**src/rtl/mem_check_monitor.sv**
```systemverilog
// Memory write monitor: compares CPU data-memory writes against a table of
// expected (address, value) pairs and reports pass/fail for a bounded run.
module mem_check_monitor #(
    parameter int ADDR_W     = 32,
    parameter int DATA_W     = 32,
    parameter int NUM_CHECKS = 4,
    parameter int TIMEOUT    = 1000,
    parameter int MODE       = 0,
    localparam int IDX_W     = (NUM_CHECKS > 1) ? $clog2(NUM_CHECKS) : 1,
    localparam int CNT_W     = $clog2(TIMEOUT + 1)
) (
    input  logic                  clk,
    input  logic                  reset,
    input  logic                  cfg_we,
    input  logic [IDX_W-1:0]      cfg_idx,
    input  logic [ADDR_W-1:0]     cfg_addr,
    input  logic [DATA_W-1:0]     cfg_data,
    input  logic                  start,
    input  logic                  clear,
    input  logic                  mem_we,
    input  logic [ADDR_W-1:0]     mem_addr,
    input  logic [DATA_W-1:0]     mem_wdata,
    output logic                  done,
    output logic                  pass,
    output logic                  fail,
    output logic [NUM_CHECKS-1:0] match_mask,
    output logic [IDX_W-1:0]      first_fail_idx,
    output logic [CNT_W-1:0]      cycle_count
);

    typedef enum logic [1:0] {
        ST_IDLE = 2'd0,
        ST_RUN  = 2'd1,
        ST_PASS = 2'd2,
        ST_FAIL = 2'd3
    } state_t;

    state_t                state_r;
    logic [ADDR_W-1:0]     exp_addr_r [NUM_CHECKS];
    logic [DATA_W-1:0]     exp_data_r [NUM_CHECKS];
    logic [NUM_CHECKS-1:0] valid_r;
    logic [NUM_CHECKS-1:0] match_r;
    logic [NUM_CHECKS-1:0] match_next_s;
    logic [NUM_CHECKS-1:0] pending_s;
    logic                  all_ok_s;
    logic                  at_limit_s;
    logic [IDX_W-1:0]      low_idx_s;
    logic [IDX_W-1:0]      ffi_r;
    logic [CNT_W-1:0]      cnt_r;
    logic                  done_r;
    logic                  pass_r;
    logic                  fail_r;

    // Match vector including the current cycle's write; every entry sharing the address is updated.
    always_comb begin
        match_next_s = match_r;
        for (int i = 0; i < NUM_CHECKS; i++) begin
            if (mem_we && valid_r[i] && (exp_addr_r[i] == mem_addr)) begin
                match_next_s[i] = (mem_wdata == exp_data_r[i]);
            end else begin
                match_next_s[i] = match_r[i];
            end
        end
    end

    // Run verdict inputs: outstanding entries, lowest outstanding index, last-cycle flag.
    always_comb begin
        pending_s  = valid_r & ~match_next_s;
        all_ok_s   = (pending_s == {NUM_CHECKS{1'b0}});
        at_limit_s = (cnt_r == CNT_W'(TIMEOUT - 1));
        low_idx_s  = {IDX_W{1'b0}};
        for (int i = NUM_CHECKS - 1; i >= 0; i--) begin
            if (pending_s[i]) begin
                low_idx_s = IDX_W'(i);
            end else begin
                low_idx_s = low_idx_s;
            end
        end
    end

    // Expectation table; contents survive reset, only the valid bits are cleared.
    always_ff @(posedge clk) begin
        for (int i = 0; i < NUM_CHECKS; i++) begin
            if (!reset && (state_r == ST_IDLE) && cfg_we && (cfg_idx == IDX_W'(i))) begin
                exp_addr_r[i] <= cfg_addr;
                exp_data_r[i] <= cfg_data;
            end
        end
    end

    // Run control FSM with registered status outputs.
    always_ff @(posedge clk) begin
        if (reset) begin
            state_r <= ST_IDLE;
            valid_r <= {NUM_CHECKS{1'b0}};
            match_r <= {NUM_CHECKS{1'b0}};
            cnt_r   <= {CNT_W{1'b0}};
            ffi_r   <= {IDX_W{1'b0}};
            done_r  <= 1'b0;
            pass_r  <= 1'b0;
            fail_r  <= 1'b0;
        end else begin
            case (state_r)
                ST_IDLE: begin
                    for (int i = 0; i < NUM_CHECKS; i++) begin
                        if (cfg_we && (cfg_idx == IDX_W'(i))) begin
                            valid_r[i] <= 1'b1;
                        end
                    end
                    if (start) begin
                        state_r <= ST_RUN;
                        cnt_r   <= {CNT_W{1'b0}};
                        match_r <= {NUM_CHECKS{1'b0}};
                    end
                end
                ST_RUN: begin
                    match_r <= match_next_s;
                    if (cnt_r != CNT_W'(TIMEOUT)) begin
                        cnt_r <= cnt_r + CNT_W'(1);
                    end
                    // Early pass only in mode 0; both modes decide on the last cycle.
                    if ((MODE == 0) && all_ok_s) begin
                        state_r <= ST_PASS;
                        done_r  <= 1'b1;
                        pass_r  <= 1'b1;
                    end else if (at_limit_s && all_ok_s) begin
                        state_r <= ST_PASS;
                        done_r  <= 1'b1;
                        pass_r  <= 1'b1;
                    end else if (at_limit_s) begin
                        state_r <= ST_FAIL;
                        done_r  <= 1'b1;
                        fail_r  <= 1'b1;
                        ffi_r   <= low_idx_s;
                    end
                end
                ST_PASS, ST_FAIL: begin
                    if (clear) begin
                        state_r <= ST_IDLE;
                        match_r <= {NUM_CHECKS{1'b0}};
                        cnt_r   <= {CNT_W{1'b0}};
                        ffi_r   <= {IDX_W{1'b0}};
                        done_r  <= 1'b0;
                        pass_r  <= 1'b0;
                        fail_r  <= 1'b0;
                    end
                end
                default: begin
                    state_r <= ST_IDLE;
                    match_r <= {NUM_CHECKS{1'b0}};
                    cnt_r   <= {CNT_W{1'b0}};
                    ffi_r   <= {IDX_W{1'b0}};
                    done_r  <= 1'b0;
                    pass_r  <= 1'b0;
                    fail_r  <= 1'b0;
                end
            endcase
        end
    end

    assign done           = done_r;
    assign pass           = pass_r;
    assign fail           = fail_r;
    assign match_mask     = match_r;
    assign first_fail_idx = ffi_r;
    assign cycle_count    = cnt_r;

endmodule

```
**config.mk**
```make
export PLATFORM = sky130hd
export DESIGN_NAME = mem_check_monitor
export DESIGN_NICKNAME = d
export VERILOG_FILES = /design/src/rtl/mem_check_monitor.sv
export SDC_FILE = /design/constraint.sdc
export NUM_CORES = 1
export LEC_CHECK = 0
export BUFFER_PORTS_ARGS = -buffer_cell sky130_fd_sc_hd__buf_2
export CELL_PAD_IN_SITES_DETAIL_PLACEMENT = 2
export CELL_PAD_IN_SITES_GLOBAL_PLACEMENT = 2
export CORE_ASPECT_RATIO = 0.5
export CORE_MARGIN = 2
export CORE_UTILIZATION = 45
export CTS_CLUSTER_DIAMETER = 100
export DETAILED_ROUTE_END_ITERATION = 7
export PLACE_DENSITY_LB_ADDON = 0.1
export SYNTH_ARGS = -nofsm -noshare
export SYNTH_HDL_FRONTEND = slang
export SYNTH_SLANG_ARGS = --single-unit
```
**constraint.sdc**
```tcl
create_clock -name clk -period 14.9 [get_ports clk]
set_clock_uncertainty 0.2 [all_clocks]
set_input_delay 2.98 -clock clk [delete_from_list [all_inputs] [get_ports clk]]
set_output_delay 2.98 -clock clk [all_outputs]
set_load 0.03 [all_outputs]
```
==> impl_metrics.csv <==
group,metric,value,unit
critical_path,ff2ff_setup_slack,11.64,ns
sta,min_period,5.44,ns
placed_design,dp_hpwl,23600,um
global_route,overflow,0,
sta,fmax,184,MHz
sta,max_slew_margin,27.2,%
clock_network,post_cts.repair.setup_buffers,0,
route,routed_wirelength,33000,um
critical_path,crit_path_end_kind,"register",
global_route,antenna_found_initial,1,
die,die_h,118,um
clock_network,clock_latency,0.55,ns
clock_network,clock_sink_count,281,
critical_path,required,15.14,ns
die,rows,41,
global_route,grt_pass1_wl,49100,um
yosys,post-synth-top-area-cell,"edfxtp_1",
sta,post-route-period-util,36.5,%
clock_network,cts_tree,"done",
yosys,ys.flop_type,"edfxtp_1",
layout,fin_util,54.4,%
clock_network,cts_root_buf,"clkbuf_16",
yosys,netlist_area,0.0117,sq mm
die,die_width,232,um
sta,fin_tns_setup,0,ns
critical_path,cp.buffers_inverters,1,
yosys,synth_commonest_cells,"256 x edfxtp_1, 212 x xor2_1, 52 x xnor2_1, 50 x nor4_1, 25 x dfxtp_1",
critical_path,path_max_fanout,5,
layout,fill_cells,2330,
yosys,yosysTopAreaCellShare,65.6,%
worst_hold_path,hp-start,"done",
sta,finalHoldViolCount,0,
route,wl_per_cell,25.5,um
placed_design,routabilityCongestion,0.760,
worst_hold_path,whs_endpoint,"done",
outcome,status,"completed",
critical_path,critPathMaxStageDelay,0.67,ns
clock_network,htree_levels,1,
placed_design,port_buffers,154,
global_route,grt_pass1_vias,7788,
critical_path,r2r_end,"state_r[0]",
yosys,synthTopCellsByArea,"edfxtp_1 66%, xor2_1 16%, dfxtp_1 4.3%, xnor2_1 3.9%, nor4_1 2.7%",
route,vias_per_cell,5.28,
sta,rsz0062_at_grt,"false",
critical_path,critPathSlowestCell,"nor4_1",
critical_path,critPathLaunchType,"input pin",
route,drt-initial-drc-count,351,
yosys,yosysUniqueCellTypes,41,
route,drt_pass1_iterations,5,
layout,register_area,0.00819,sq mm
yosys,synth.avg_cell_area,15.7,sq um
run,max_cap_viol_count,0,
route,vias,6820,
clock_network,cts.clk_slew.worst_paths,0.07,ns
clock_network,numCtsBuffers,26,
power_and_ir_drop,p_leak,0.00489,uW
die,start_util,46.2,%
power_and_ir_drop,ir_worst_vdd,0.0000728,V
layout,nets,1068,
clock_network,clockBufferDepth,3,
clock_network,cts_resized,0,
sta,slew_violations,0,
worst_hold_path,hold_depth,2,
global_route,grt_max_degree,66,
die,die_area,0.0274,sq mm
yosys,syn-num-nets,886,
clock_network,cts_hold_buf,0,
yosys,synth_edf_count,256,
layout,final_cell_area,0.0138,sq mm
yosys,syn_inst,748,
critical_path,crit_type,"input pin to register",
sta,worst_pin_slew,1.09,ns
critical_path,worstPathArrival,5.68,ns
route,drc,0,
yosys,yosysMostFrequentCell,"edfxtp_1",
critical_path,rr_worst_depth,8,
power_and_ir_drop,powerDensity,124,mW/mm^2
critical_path,r2r_start,"exp_addr_r[0][1]",
yosys,ys_warn_count,0,
placed_design,place_area,0.0129,sq mm
yosys,synth-seq-cells,281,
worst_hold_path,hold_path.class,"register to register",
global_route,grt.total_usage,24.5,%
route,drtAntennaViolNets,0,
layout,area_delta_synth_final,17.8,%
yosys,synth-seq-area-share,69.8,%
critical_path,path_cells,"buf_2 > xor2_1 > nor4_1 > nand3_1 > nor4_2 > mux2i_1 > a2111oi_4 > a21oi_1 > a41o_1",
die,core_area,0.0254,sq mm
layout,drive_above_1_share,21.6,%
layout,multi_input_area,0.00350,sq mm
yosys,async_reset_ff_share,0,%
sta,setup_viol,0,
critical_path,crit_family,"simple AND/OR/NAND/NOR gates",
die,io_pins,155,
## sequential cells by signal, summed over array words and instances (netlist names)
name	count
cycle_count	10
done	1
exp_addr_r	128
exp_data_r	128
fail	1
first_fail_idx	2
match_mask	4
pass	1
state_r	2
valid_r	4
## report_power, final
group / switching [uW] / internal, uW / total (uW)
registers: 11.2 / 883 / 894
clock network: 291 / 398 / 689
logic: 89.6 / 46.8 / 136
## worst max path at each step
stage,from,to,slack [ns],cells past startpoint
finish,mem_addr[16],state_r[0],9.46,9
global placement,mem_addr[20],state_r[0],9.12,9
detailed placement,mem_addr[1],state_r[0],8.93,9
global route,mem_addr[16],state_r[1],9.31,9
CTS,mem_addr[27],state_r[1],9.50,9
floorplan,reset,exp_addr_r[0][0],5.92,2
## routing by layer
| metal | GRT usage, % | wire [um] | vias to the layer above | share of wire [%] |
|---|---|---|---|---|
| li1 | - | - | 3125 | - |
| met1 | 31.1 | 13700 | 3484 | 42 |
| met2 | 43.5 | 17000 | 170 | 52 |
| met3 | 4.80 | 1640 | 41 | 5.0 |
| met4 | 4.97 | 612 | 0 | 1.9 |
| met5 | 0 | 0 | - | 0 |
## worst min-delay path, stage by stage, from the launching register on
cell and delay, ns:
dfxtp_1 0.31, nand2_1 0.05, a21oi_1 0.05
## cell usage in the layout, fill, tap and decap left out, drive strengths merged, types with 2 or more instances in the layout
| cell type | Yosys | layout |
|---|---|---|
| a21o | 4 | 4 |
| a21oi | 11 | 11 |
| and3 | 5 | 5 |
| and4 | 2 | 2 |
| buf | 3 | 158 |
| clkbuf | 1 | 38 |
| clkinv | 0 | 5 |
| dfxtp | 25 | 25 |
| edfxtp | 256 | 256 |
| ha | 2 | 2 |
| inv | 6 | 6 |
| mux2i | 4 | 4 |
| nand2 | 20 | 20 |
| nand3 | 11 | 11 |
| nand4 | 24 | 24 |
| nor2 | 19 | 19 |
| nor2b | 3 | 3 |
| nor3 | 9 | 9 |
| nor4 | 51 | 51 |
| nor4b | 2 | 2 |
| o21a | 2 | 2 |
| o21ai | 8 | 8 |
| or2b | 3 | 3 |
| xnor2 | 52 | 52 |
| xor2 | 212 | 212 |
## through the flow
step / hold slack [ns] / std cells / power, uW / worst slack (ns)
final: 0.261 / 1291 / 1720 / 9.46
after global routing: 0.297 / 1291 / 1770 / 9.31
after CTS: 0.266 / 1290 / 1730 / 9.50
after detailed placement: 0.257 / 1246 / 1050 / 8.93
after global placement: 0.254 / 1246 / 1040 / 9.12
after floorplan: 0.248 / 748 / 975 / 5.92
## cell families after synthesis
group,count (synthesis),share of synthesized area (%)
and+or+nand+nor,156,7.54
muxes,4,0.406
xor gates and xnor gates,264,19.7
buffers and inverters,10,0.512
DFF,281,69.8
AOI/OAI and AO/OA,31,1.78
adders and majority gates,2,0.213
## final cells by class
cell class | count | share of cell area [%]
Antenna cell | 1 | 0.0181
Clock buffer | 38 | 5.95
Clock inverter | 6 | 0.380
Inverter | 6 | 0.163
Multi-Input combinational cell | 457 | 25.3
Sequential cell | 281 | 59.3
Tap cell | 344 | 3.11
Timing Repair Buffer | 158 | 5.79
Note: power is estimated with default switching activity, not from simulation.
